**config.mk**
```make
export PLATFORM = sky130hd
export DESIGN_NAME = multicycle_ctrl
export DESIGN_NICKNAME = d
export VERILOG_FILES = /design/src/rtl/multicycle_ctrl.sv
export SDC_FILE = /design/constraint.sdc
export NUM_CORES = 1
export LEC_CHECK = 0
export ABC_CLOCK_PERIOD_IN_PS = 1320
export BUFFER_PORTS_ARGS = -buffer_cell sky130_fd_sc_hd__buf_2
export CORE_ASPECT_RATIO = 1.25
export CORE_MARGIN = 2
export CORE_UTILIZATION = 43
export CTS_BUF_LIST = sky130_fd_sc_hd__clkbuf_8
export CTS_CLUSTER_DIAMETER = 200
export DETAILED_ROUTE_END_ITERATION = 8
export HOLD_SLACK_MARGIN = 0.15
export PLACE_DENSITY = 0.71
export SYNTH_ARGS = -nofsm -noshare
export SYNTH_HDL_FRONTEND = slang
export SYNTH_SLANG_ARGS = --single-unit
export TNS_END_PERCENT = 10
```
**constraint.sdc**
```tcl
create_clock -name clk -period 1.32 [get_ports clk]
set_input_delay 0.066 -clock clk [delete_from_list [all_inputs] [get_ports clk]]
set_output_delay 0.066 -clock clk [all_outputs]
set_load 0.02 [all_outputs]
```
**src/rtl/multicycle_ctrl.sv**
```systemverilog
`default_nettype none
// ============================================================================
// Module      : multicycle_ctrl
// Description : Multi-cycle FETCH/DECODE/EXEC/MEM/WB control FSM for the
//               16-bit processor. Optional macro MULTICYCLE_CTRL_TRAP_EN
//               traps reserved opcodes instead of executing them as NOPs.
// Revision    : 1.0 - initial release
// ============================================================================
module multicycle_ctrl #(
    parameter int OP_W = 4,
    parameter int ST_W = 3
) (
    input  logic            clk,
    input  logic            rst_n,
    input  logic [OP_W-1:0] op,
    input  logic            zero,
    input  logic            mem_ready,
    output logic [ST_W-1:0] state,
    output logic            pc_we,
    output logic [1:0]      pc_src,
    output logic            ir_we,
    output logic            mem_req,
    output logic            mem_we,
    output logic            iord,
    output logic [1:0]      alu_src_b,
    output logic            alu_func_sel,
    output logic            reg_we,
    output logic [1:0]      wb_sel,
    output logic            instr_done,
    output logic            trap
);

    typedef enum logic [ST_W-1:0] {
        S_FETCH,
        S_DECODE,
        S_EXEC,
        S_MEM,
        S_WB,
        S_TRAP
    } state_t;

    localparam logic [OP_W-1:0] c_OP_RTYPE = OP_W'(0);
    localparam logic [OP_W-1:0] c_OP_LI    = OP_W'(6);
    localparam logic [OP_W-1:0] c_OP_JMP   = OP_W'(9);
    localparam logic [OP_W-1:0] c_OP_LD    = OP_W'(10);
    localparam logic [OP_W-1:0] c_OP_ST    = OP_W'(11);
    localparam logic [OP_W-1:0] c_OP_BEQ   = OP_W'(12);
    localparam logic [OP_W-1:0] c_OP_BNE   = OP_W'(13);
    localparam logic [OP_W-1:0] c_OP_RSV   = OP_W'(14);

    state_t          r_state;
    logic [OP_W-1:0] r_op_q;

    state_t          w_next;
    logic            w_pc_we;
    logic [1:0]      w_pc_src;
    logic            w_ir_we;
    logic            w_mem_req;
    logic            w_mem_we;
    logic            w_iord;
    logic [1:0]      w_alu_src_b;
    logic            w_alu_func_sel;
    logic            w_reg_we;
    logic [1:0]      w_wb_sel;
    logic            w_instr_done;
    logic            w_trap;

    always_ff @(posedge clk or negedge rst_n) begin
        if (!rst_n) begin
            r_state <= S_FETCH;
            r_op_q  <= '0;
        end else begin
            r_state <= w_next;
            if (r_state == S_DECODE) begin
                r_op_q <= op;
            end
        end
    end

    always_comb begin
        w_next         = r_state;
        w_pc_we        = 1'b0;
        w_pc_src       = 2'd0;
        w_ir_we        = 1'b0;
        w_mem_req      = 1'b0;
        w_mem_we       = 1'b0;
        w_iord         = 1'b0;
        w_alu_src_b    = 2'd0;
        w_alu_func_sel = 1'b0;
        w_reg_we       = 1'b0;
        w_wb_sel       = 2'd0;
        w_instr_done   = 1'b0;
        w_trap         = 1'b0;
        case (r_state)
            S_FETCH: begin
                w_mem_req = 1'b1;
                if (mem_ready) begin
                    w_ir_we = 1'b1;
                    w_pc_we = 1'b1;
                    w_next  = S_DECODE;
                end
            end
            // op_q is only loaded at the end of this cycle, so decode from the live opcode
            S_DECODE: begin
                if (op == c_OP_JMP) begin
                    w_pc_we      = 1'b1;
                    w_pc_src     = 2'd2;
                    w_instr_done = 1'b1;
                    w_next       = S_FETCH;
                end else if (op >= c_OP_RSV) begin
`ifdef MULTICYCLE_CTRL_TRAP_EN
                    w_next       = S_TRAP;
`else
                    w_instr_done = 1'b1;
                    w_next       = S_FETCH;
`endif
                end else begin
                    w_next = S_EXEC;
                end
            end
            S_EXEC: begin
                w_alu_func_sel = (r_op_q == c_OP_RTYPE);
                case (r_op_q)
                    OP_W'(0), OP_W'(3), OP_W'(4):           w_alu_src_b = 2'd0;
                    OP_W'(1), OP_W'(2):                     w_alu_src_b = 2'd1;
                    OP_W'(5), OP_W'(6), OP_W'(7), OP_W'(8),
                    OP_W'(10), OP_W'(11), OP_W'(12),
                    OP_W'(13):                              w_alu_src_b = 2'd2;
                    default:                                w_alu_src_b = 2'd0;
                endcase
                if (r_op_q == c_OP_LD || r_op_q == c_OP_ST) begin
                    w_next = S_MEM;
                end else if (r_op_q == c_OP_BEQ || r_op_q == c_OP_BNE) begin
                    w_pc_we      = (r_op_q == c_OP_BEQ) ? zero : ~zero;
                    w_pc_src     = 2'd1;
                    w_instr_done = 1'b1;
                    w_next       = S_FETCH;
                end else begin
                    w_next = S_WB;
                end
            end
            S_MEM: begin
                w_mem_req = 1'b1;
                w_iord    = 1'b1;
                w_mem_we  = (r_op_q == c_OP_ST);
                if (mem_ready) begin
                    if (r_op_q == c_OP_ST) begin
                        w_instr_done = 1'b1;
                        w_next       = S_FETCH;
                    end else begin
                        w_next = S_WB;
                    end
                end
            end
            S_WB: begin
                w_reg_we     = 1'b1;
                w_wb_sel     = (r_op_q == c_OP_LD) ? 2'd1 :
                               (r_op_q == c_OP_LI) ? 2'd2 : 2'd0;
                w_instr_done = 1'b1;
                w_next       = S_FETCH;
            end
`ifdef MULTICYCLE_CTRL_TRAP_EN
            S_TRAP: begin
                w_trap = 1'b1;
                w_next = S_TRAP;
            end
`endif
            default: begin
                w_next = S_FETCH;
            end
        endcase
    end

    // Outputs are forced low for as long as reset is held, not just after the state clears
    assign state        = rst_n ? r_state : '0;
    assign pc_we        = rst_n & w_pc_we;
    assign pc_src       = rst_n ? w_pc_src : 2'd0;
    assign ir_we        = rst_n & w_ir_we;
    assign mem_req      = rst_n & w_mem_req;
    assign mem_we       = rst_n & w_mem_we;
    assign iord         = rst_n & w_iord;
    assign alu_src_b    = rst_n ? w_alu_src_b : 2'd0;
    assign alu_func_sel = rst_n & w_alu_func_sel;
    assign reg_we       = rst_n & w_reg_we;
    assign wb_sel       = rst_n ? w_wb_sel : 2'd0;
    assign instr_done   = rst_n & w_instr_done;
`ifdef MULTICYCLE_CTRL_TRAP_EN
    assign trap         = rst_n & w_trap;
`else
    assign trap         = 1'b0;
`endif

endmodule
`default_nettype wire

```
==> impl_results.md, run 1 <==
- Main combinational cell family by area after synthesis: simple AND/OR/NAND/NOR gates
- Compound-Gate Fraction of Synth Area: 0.1562
- Max-cap violations: 0
- Die ar.: 1961 um^2
- Fraction of layout cells with a size suffix above 1: 0.5520
- Reg2Reg Setup Slack: -0.11 ns
- Vias in the first global route: between 700 and 800
- Leading cell types in the layout, fill and taps excluded: buf_4 (23), buf_2 (16), nor2_1 (6), nand2_1 (6)
- Multiplexer share of the synthesized area: 0.06284
- Fin. Hold Viols: 0
- WL met2: 1074 um
- R2r endpoint: r_state[2]
- Post-Synthesis Cells: 82
- Via/cell ratio: 5.385
- Post-synthesis area per instance: 8.499 um^2
- Antenna diodes: 0
- Synthesized net count: 94
- Clk_skew: 0.008735 ns
- Seq/Total Area, Yosys: 0.2513
- Hold Path Class: in -> reg
- Static leakage: 0.5201 nW
- Cell Int Power: 1.291 mW
- Clock period minus worst slack: 1.735 ns
- Setup CP Type: reg -> out
- Yosys warns: 0
- DR pass1 iterations: 4
- Reg-to-Reg Start: r_op_q[0]
- Routed length on met3: about 94 um
- CTS max path bufs: 2
- Input/output buffers: 24
- Clk pin slew, worst setup/hold paths: 0.05 ns
- Post-Syn Area: roughly 700 um^2
- Placer Congestion: 0.7824
- CTS Buf Count: 3
- Final wirelength: 1908 um
- Layout Utilization: 0.7167
- Pwr dens: 2094 nW/um^2
- DR DRC count: 0
- Die Y: 49.01 um
- Xor/xnor share of the synthesized area: 0.01257
- # IOs: 26
- Via count: 770
- Worst skew pair latency: 0.24 ns
- RSZ-0062 raised after global routing: yes
- R2R cell count: 6
- Largest net degree at the start of global routing: 9
- Hpwl dp: 1424 um
- Final period util: 1.314
- Critical path fanouts, max: 3
- CTS tree: done
- Core ar.: 1541 um^2
- Initial core utilization: 0.4521
- DIE WIDTH: 40.01 um
- Combinational share of power: 0.646
- Simple logic cell fraction of the synthesized area: 0.3716
- Adder-cell share of the synthesized area: 0.07181
- Peak Freq: 0.5765 GHz
- Crit start category: flop
- Violated checks: setup timing
- First-pass GRT wire length: 3215 um
- Clock Power Share: 0.135
- Clock Sinks: 7
- Endpoints failing setup: 13
- Top layer in use: met4
- Worst path arrival time: 1.67 ns
- Top flip-flop cell by instance count after synthesis: dfrtp_1
- Status: finished with violations
- GRT overflow: 0
- Asr flop ratio synth: 1.000
- Final worst slack: -0.4146 ns
- FF+latch count, synth: 7
- Max H-tree Level: 1
- Dpl cells: 133
- Metal-1 WL: about 700 um
- GRT Total Usage: 0.2419
- Power Total: ~2.3 mW
- Net switching fraction of the power: 0.4419
- DRT antenna net count: 0
- Psw: 1.022 mW
- Distinct cells, synth: 39
- Flop pwr share: 0.219
- Clk root buf: clkbuf_8
- Fin cells: 143
- Min-delay src: mem_ready
- Post-synth EDFFs: 0
- Critical path destination: instr_done
- Initial antenna violation count: 0
- Layout area overhead: 58.53%
- Final #Nets: about 140
- # rows: 16
- Launch point of the critical path: r_op_q[0]
- Routed WL per cell: 13.34 um
- Max VDD drop: 0.001411 V
- Slew Viols, Final: 0
- 1st-iter DRT viols: 11
- Commonest non-fill, non-tap cell in the layout: buf_4
- WP data required: between 1 and 1.5 ns
- CP endpoint kind: output pin
-- worst max-delay path: stages, from the launching register on --
cell	delay, ns
dfrtp_1	0.42
inv_2	0.08
ha_4	0.16
o211ai_1	0.33
o22ai_1	0.13
nand3b_1	0.11
a21boi_2	0.06
buf_4	0.15
-- worst min path at each step --
stage	to	slack (ns)	cells past startpoint
floorplan	r_op_q[0]	-0.23	0
global placement	r_state[0]	-0.12	1
detailed placement	r_state[0]	-0.11	1
CTS	r_state[2]	0.17	3
global route	r_state[2]	0.19	3
finish	r_state[2]	0.18	3
-- sequential cells by signal (all words and copies together), names as in the netlist --
| name | cells |
|---|---|
| r_op_q | 4 |
| r_state | 3 |
-- per-stage QoR --
stage / instance area (um^2) / setup slack [ns] / TNS (ns) / hold WS [ns]
finish: 1105 / -0.4146 / -2.259 / 0.1766
global placement: 947.2 / -0.08541 / -0.1660 / -0.1176
floorplan: 732.0 / -0.05662 / -0.1654 / -0.2296
CTS: 1065 / -0.3833 / -2.206 / 0.1698
global route: 1105 / -0.4793 / -3.202 / 0.1886
detailed placement: 947.2 / -0.1277 / -0.2394 / -0.1136
-- cell families (layout without fill, tap and decap cells) --
group           Yosys count  in the layout
mux                       4              4
compound gates           17             17
buf+inv                   9             52
flops                     7              7
simple gates             39             39
other cells               1              1
fa+ha+maj                 4              4
xor+xnor                  1              1
-- synthesized netlist by cell type (2+ instances only) --
library cell	n	area, um^2
dfrtp_1	7	175.2
mux2_2	3	33.78
and3_1	2	12.51
buf_4	3	22.52
nand2_1	6	22.52
nor2b_1	2	12.51
buf_2	2	10.01
a21oi_1	4	20.02
nand3_1	2	10.01
ha_1	4	50.05
inv_1	3	11.26
o211ai_1	2	15.01
nand2b_1	3	18.77
and2_1	2	12.51
o21ai_0	5	25.02
and2_4	2	17.52
nand3b_1	3	22.52
nor2_1	6	22.52
-- power by group through the flow --
stage	combinational (mW)	clock, mW	sequential [mW]
after floorplan	0.985	0	0.396
after global placement	1.34	0	0.490
after detailed placement	1.36	0	0.492
after CTS	1.41	0.319	0.503
after global routing	1.63	0.337	0.521
final	1.49	0.313	0.507
-- area by class of cell --
cell class | instances | area [um^2]
clock buffer | 3 | 41.29
clock inverter | 1 | 3.754
fill | 119 | 436.7
inverter | 4 | 15.01
multi-input combinational | 66 | 539.3
sequential | 7 | 180.2
tap | 18 | 22.52
timing repair buffer | 44 | 302.8
-- layer usage --
metal	vias to the layer above	track usage
li1	372	-
met1	370	0.2644
met2	24	0.3978
met3	4	0.08676
met4	0	0.09770
met5	-	0
-- repair_timing --
item / 4_1_cts / 5_1_grt
gates resized for setup: 8 / 9
setup endpoints to repair: 14 / 14
pin swaps: 2 / 2
hold buffers: 5 / 0
endpoints found under the hold margin: 11 / 0
setup buffers: 0 / 1
(Power assumes the default switching activity.)
==> run 2: changes to the inputs <==
--- a/config.mk
+++ b/config.mk
@@ -7,14 +7,16 @@
 export LEC_CHECK = 0
 export ABC_CLOCK_PERIOD_IN_PS = 1320
 export BUFFER_PORTS_ARGS = -buffer_cell sky130_fd_sc_hd__buf_2
+export CELL_PAD_IN_SITES_DETAIL_PLACEMENT = 1
+export CELL_PAD_IN_SITES_GLOBAL_PLACEMENT = 1
 export CORE_ASPECT_RATIO = 1.25
 export CORE_MARGIN = 2
-export CORE_UTILIZATION = 43
+export CORE_UTILIZATION = 36
 export CTS_BUF_LIST = sky130_fd_sc_hd__clkbuf_8
 export CTS_CLUSTER_DIAMETER = 200
 export DETAILED_ROUTE_END_ITERATION = 8
 export HOLD_SLACK_MARGIN = 0.15
-export PLACE_DENSITY = 0.71
+export PLACE_DENSITY_LB_ADDON = 0.1
 export SYNTH_ARGS = -nofsm -noshare
 export SYNTH_HDL_FRONTEND = slang
 export SYNTH_SLANG_ARGS = --single-unit
==> impl_results.md, run 2 (synthesis gave the netlist of run 1 again) <==
- Initial core utilization: 0.3901 (-0.06205)
- Buf+Inv Stages, Crit Path: 2 (unchanged)
- Clock period minus worst slack: 1.802 ns (+0.06720 ns)
- 1st-iter DRT viols: 4 (-7)
- Peak Freq: 0.5550 GHz (-3.7%)
- Die Y: 53.19 um (+8.5%)
- Reg-to-Reg Start: r_op_q[0]
- GRT Total Usage: 0.2496 (+0.007752)
- Reg2Reg Setup Slack: -0.12 ns (about the same)
- GRT overflow: 0 (unchanged)
- CP cell instances: inv_2 -> ha_4 -> o211ai_1 -> o22ai_1 -> nand3b_1 -> a21boi_2 -> buf_4
- Setup tns final: -3.985 ns (-1.725 ns)
- Static leakage: 0.5474 nW (+5.2%)
- CTS Buf Count: 3 (unchanged)
- DIE WIDTH: 43.36 um (+8.4%)
- Crit start category: flop
- # IOs: 26 (unchanged)
- Clk pin slew, worst setup/hold paths: 0.04 ns (about the same)
- Core ar.: 1787 um^2 (+16%)
- Fraction of layout cells with a size suffix above 1: 0.5659 (+0.01389)
- DRT antenna net count: 0 (unchanged)
- Fin cells: 148 (+3.5%)
- Vias in the first global route: 885 (+23%)
- Regs by FF count: r_op_q x4, r_state x3
- Worst skew pair latency: 0.23 ns (about the same)
- Largest net degree at the start of global routing: 11 (+2)
- R2R cell count: 7 (+1)
- Via count: 785 (+1.9%)
- Max H-tree Level: 1 (unchanged)
- Placer Congestion: 0.7665 (-2.0%)
- Fin. Hold Viols: 0 (unchanged)
- Commonest non-fill, non-tap cell in the layout: buf_4
- Min Hold Slack: 0.2051 ns (+0.02848 ns)
- Layout area overhead: 67.33%
- Clk_skew: 0.002315 ns (-0.006420 ns)
- DR pass1 iterations: 4 (unchanged)
- Fin area: 1166 um^2 (+5.5%)
- Status: finished with violations
- Critical path fanouts, max: 3 (unchanged)
- Max reg flops: 4 (unchanged)
- Clk root buf: clkbuf_8
- Setup WS pre-CTS: -0.1698 ns (-0.04212 ns)
- Clock Sinks: 7 (unchanged)
- CTS max path bufs: 2 (unchanged)
- Final period util: 1.365 (+0.05091)
- Via/cell ratio: 5.304 (-1.5%)
- Dpl cells: 134 (+0.75%)
- Final wirelength: 2595 um (+36%)
- RSZ-0062 raised after global routing: yes
- Slew Viols, Final: 0 (unchanged)
- CP max stage cell: dfrtp_1
- Violated checks: setup timing
- Largest register by flop count: r_op_q
- First-pass GRT wire length: 4077 um (+27%)
- Final worst slack: -0.4818 ns (-0.06720 ns)
- Routed WL per cell: 17.53 um (+31%)
- Layout Utilization: 0.6527 (-0.06406)
- Antenna diodes: 0 (unchanged)
- Power Total: 2.500 mW (+8.1%)
- Hold Path Class: in -> reg
- Worst path max stage delay: 0.42 ns (about the same)
- Worst path arrival time: 1.74 ns (+0.07 ns)
- WHS Path Cells: 3 (unchanged)
- # rows: 17 (+1)
- Post-DP Area: 948.4 um^2 (+0.13%)
- CP delay by family, top: compound AO/OA/AOI/OAI gates
- Input/output buffers: 24 (unchanged)
- CTS tree: done
- CP endpoint kind: output pin
- Pwr dens: 2144 nW/um^2 (+2.4%)
- R2r endpoint: r_state[1]
- Leading cell types in the layout, fill and taps excluded: buf_4 (24), buf_2 (14), nand2_1 (6)
- DR DRC count: 0 (unchanged)
- Setup CP Type: reg -> out
- Endpoints failing setup: 17 (+4)
- Final #Nets: 142 (+2.9%)
- Hpwl dp: 1736 um (+22%)
- Max-cap violations: 0 (unchanged)
- Min-delay src: mem_ready
- Hold Path End: r_state[0]
- Initial antenna violation count: 0 (unchanged)
- Die ar.: 2306 um^2 (+18%)
- Max VDD drop: 0.001179 V (-16%)
- WP data required: 1.25 ns (about the same)
-- run 2: cell count changes in the layout (fill, tap and decap cells not counted) --
cell,previous run,this run
nor2_2,1,2
ha_4,3,4
dlymetal6s4s_1,0,1
ha_1,1,0
dfrtp_2,4,3
buf_6,0,4
nor2_1,6,5
dfrtp_1,3,4
nor4b_4,1,0
buf_2,16,14
buf_4,23,24
nor4b_2,1,2
-- run 2: worst min-delay path, cell delays in order --
cell and delay (ns):
buf_2 0.13, o21ai_0 0.15, a211oi_1 0.05
-- run 2: worst max path at each step --
stage,startpoint,to,slack (ns),cells after the start
after floorplan,r_op_q[1],pc_we,-0.06,5
after global placement,r_op_q[1],instr_done,-0.10,7
after detailed placement,r_op_q[0],instr_done,-0.17,7
after CTS,r_op_q[0],pc_we,-0.43,7
after global routing,r_op_q[0],pc_we,-0.51,7
final,r_op_q[0],instr_done,-0.48,7
-- run 2: layout make-up --
type	count	area, um^2
Fill cell	207	620.6
Inverter	4	15.01
Sequential cell	7	178.9
Multi-Input combinational cell	66	545.5
Timing Repair Buffer	48	357.8
Tap cell	19	23.77
Clock inverter	1	3.754
Clock buffer	3	41.29
-- run 2: layer usage --
layer,up-vias,wire (um),global-route usage,share of wire
met5,-,0,0,0
met4,0,53,0.08081,0.020
met3,6,107,0.06485,0.041
met2,25,1524,0.5124,0.59
met1,377,910,0.2303,0.35
li1,377,-,-,-
-- run 2: timing repair --
item,in CTS,in global routing
buffers inserted,3,1
resized for setup,21,4
pin swaps,6,1
endpoints found under the hold margin,11,7
endpoints found under the setup margin,16,18
hold buffers,5,1
-- run 2: where the power goes --
group          leakage [nW]  total, mW  switching [mW]  internal [mW]
Clock                0.0269      0.308           0.106          0.202
Sequential           0.0826      0.492           0.162          0.330
Combinational         0.438       1.70           0.870          0.830
==> run 3: changes to the inputs <==
--- a/config.mk
+++ b/config.mk
@@ -17,6 +17,7 @@
 export DETAILED_ROUTE_END_ITERATION = 8
 export HOLD_SLACK_MARGIN = 0.15
 export PLACE_DENSITY_LB_ADDON = 0.1
+export RECOVER_POWER = 25
 export SYNTH_ARGS = -nofsm -noshare
 export SYNTH_HDL_FRONTEND = slang
 export SYNTH_SLANG_ARGS = --single-unit
==> impl_results.md, run 3 (synthesis gave the netlist of run 1 again) <==
- Setup CP Type: reg -> out
- Psw: 1.138 mW (about the same)
- Largest register by flop count: r_op_q
- CP max stage cell: dfrtp_1
- Reg2Reg Setup Slack: -0.12 ns (about the same)
- Slew Viols, Final: 0 (unchanged)
- Post-DP Area: 948.4 um^2 (unchanged)
- Pwr dens: 2150 nW/um^2 (+0.29%)
- Static leakage: 0.5353 nW (-2.2%)
- Via count: 785 (unchanged)
- Final period util: 1.365 (unchanged)
- CTS max path bufs: 2 (unchanged)
- Max-cap violations: 0 (unchanged)
- Clock Sinks: 7 (unchanged)
- Launch point of the critical path: r_op_q[0]
- Crit start category: flop
- Regs by FF count: r_op_q x4, r_state x3
- Leading cell types in the layout, fill and taps excluded: buf_4 (24), buf_2 (13), nand2_1 (6)
- Commonest non-fill, non-tap cell in the layout: buf_4
- Clk pin slew, worst setup/hold paths: 0.04 ns (about the same)
- Clk_skew: 0.002315 ns (unchanged)
- # IOs: 26 (unchanged)
- Initial antenna violation count: 0 (unchanged)
- Clock Power Share: 0.123 (about the same)
- Via/cell ratio: 5.304 (unchanged)
- Setup WS pre-CTS: -0.1698 ns (unchanged)
- Combinational share of power: 0.680 (about the same)
- DR pass1 iterations: 4 (unchanged)
- Initial core utilization: 0.3901 (unchanged)
- Worst path arrival time: 1.74 ns (about the same)
- Max VDD drop: 0.001179 V (about the same)
- Max H-tree Level: 1 (unchanged)
- Flop pwr share: 0.197 (about the same)
- Core ar.: 1787 um^2 (unchanged)
- Worst path max stage delay: 0.42 ns (about the same)
- Setup tns final: -4.230 ns (-0.2448 ns)
- # rows: 17 (unchanged)
- R2R cell count: 7 (unchanged)
- Final worst slack: -0.4818 ns (unchanged)
- R2r endpoint: r_state[1]
- Clock period minus worst slack: 1.802 ns (unchanged)
- Min-delay src: mem_ready
- CTS Buf Count: 3 (unchanged)
- Routed WL per cell: 17.53 um (about the same)
- Final wirelength: 2594 um (about the same)
- Final #Nets: 142 (unchanged)
- Max reg flops: 4 (unchanged)
- Cell Int Power: 1.361 mW (about the same)
- Hpwl dp: 1736 um (unchanged)
- RSZ-0062 raised after global routing: yes
- WP data required: 1.25 ns (about the same)
- Largest net degree at the start of global routing: 11 (unchanged)
- Placer Congestion: 0.7665 (unchanged)
- Vias in the first global route: 885 (unchanged)
- Worst skew pair latency: 0.23 ns (about the same)
- DRT antenna net count: 0 (unchanged)
- CTS tree: done
- Layout area overhead: 66.79%
- WHS Path Cells: 3 (unchanged)
- CP endpoint kind: output pin
- DR DRC count: 0 (unchanged)
- 1st-iter DRT viols: 4 (unchanged)
- GRT Total Usage: 0.2496 (unchanged)
- Endpoints failing setup: 17 (unchanged)
- Fin. Hold Viols: 0 (unchanged)
- Net switching fraction of the power: 0.4555 (about the same)
- Hold Path Class: in -> reg
- Layout Utilization: 0.6506 (-0.002101)
- Status: finished with violations
- Clk root buf: clkbuf_8
- Fraction of layout cells with a size suffix above 1: 0.5581 (-0.007752)
- Die ar.: 2306 um^2 (unchanged)
- Hold Path End: r_state[0]
- CP cell instances: inv_2 -> ha_4 -> o211ai_1 -> o22ai_1 -> nand3b_1 -> a21boi_2 -> buf_4
- Antenna diodes: 0 (unchanged)
- First-pass GRT wire length: 4077 um (unchanged)
- Power Total: 2.499 mW (about the same)
- DIE WIDTH: 43.36 um (unchanged)
- Input/output buffers: 24 (unchanged)
- Die Y: 53.19 um (unchanged)
- GRT overflow: 0 (unchanged)
- Fin area: 1162 um^2 (-0.32%)
- Violated checks: setup timing
- Peak Freq: 0.5550 GHz (unchanged)
- Filler cells: 208 (+0.48%)
- Reg-to-Reg Start: r_op_q[0]
- Critical path fanouts, max: 3 (unchanged)
[run 3: final cells by class]
| class | instances | area [um^2] | share of cell area |
|---|---|---|---|
| multi-input combinational | 66 | 545.5 | 0.4693 |
| clock inverter | 1 | 3.754 | 0.003229 |
| timing repair buffer | 48 | 354.1 | 0.3046 |
| tap | 19 | 23.77 | 0.02045 |
| clock buffer | 3 | 41.29 | 0.03552 |
| inverter | 4 | 15.01 | 0.01292 |
| sequential | 7 | 178.9 | 0.1539 |
[run 3: timing repair]
| action | 4_1_cts | 5_1_grt |
|---|---|---|
| pin swaps | 6 | 1 |
| endpoints found under the setup margin | 16 | 18 |
| buffers inserted | 3 | 1 |
| hold buffers | 5 | 1 |
| hold endpoints to repair | 11 | 7 |
| resized for setup | 21 | 4 |
[run 3: power groups by stage]
stage | combinational (mW) | clock [mW] | sequential [mW]
after floorplan | 0.985 | 0 | 0.396
after global placement | 1.36 | 0 | 0.469
after detailed placement | 1.43 | 0 | 0.471
after CTS | 1.64 | 0.319 | 0.486
after global routing | 1.83 | 0.327 | 0.514
final | 1.70 | 0.308 | 0.492
[run 3: routing by layer]
layer,track usage,vias to the layer above,part of all wire
li1,-,377,-
met1,0.2303,377,0.35
met2,0.5124,25,0.59
met3,0.06485,6,0.041
met4,0.08081,0,0.020
met5,0,-,0
[run 3: worst max-delay path, delay by kind of cell (launching register included)]
kind | cells | cell delay [ns]
and+or+nand+nor | 1 | 0.14
adders and majority gates | 1 | 0.14
DFF | 1 | 0.42
buffers and inverters | 2 | 0.25
AOI/OAI and AO/OA | 3 | 0.56
[run 3: worst max path at each step]
stage	endpoint	slack, ns	cells after the start
after global routing	pc_we	-0.51	7
after floorplan	pc_we	-0.06	5
final	instr_done	-0.48	7
after global placement	instr_done	-0.10	7
after detailed placement	instr_done	-0.17	7
after CTS	pc_we	-0.43	7
[run 3: through the flow]
step	instances	hold WS (ns)
2_1_floorplan	82	-0.2296
6_report	148	0.2051
3_5_place_dp	134	-0.1208
3_3_place_gp	134	-0.1224
4_1_cts	146	0.1938
5_1_grt	148	0.2400
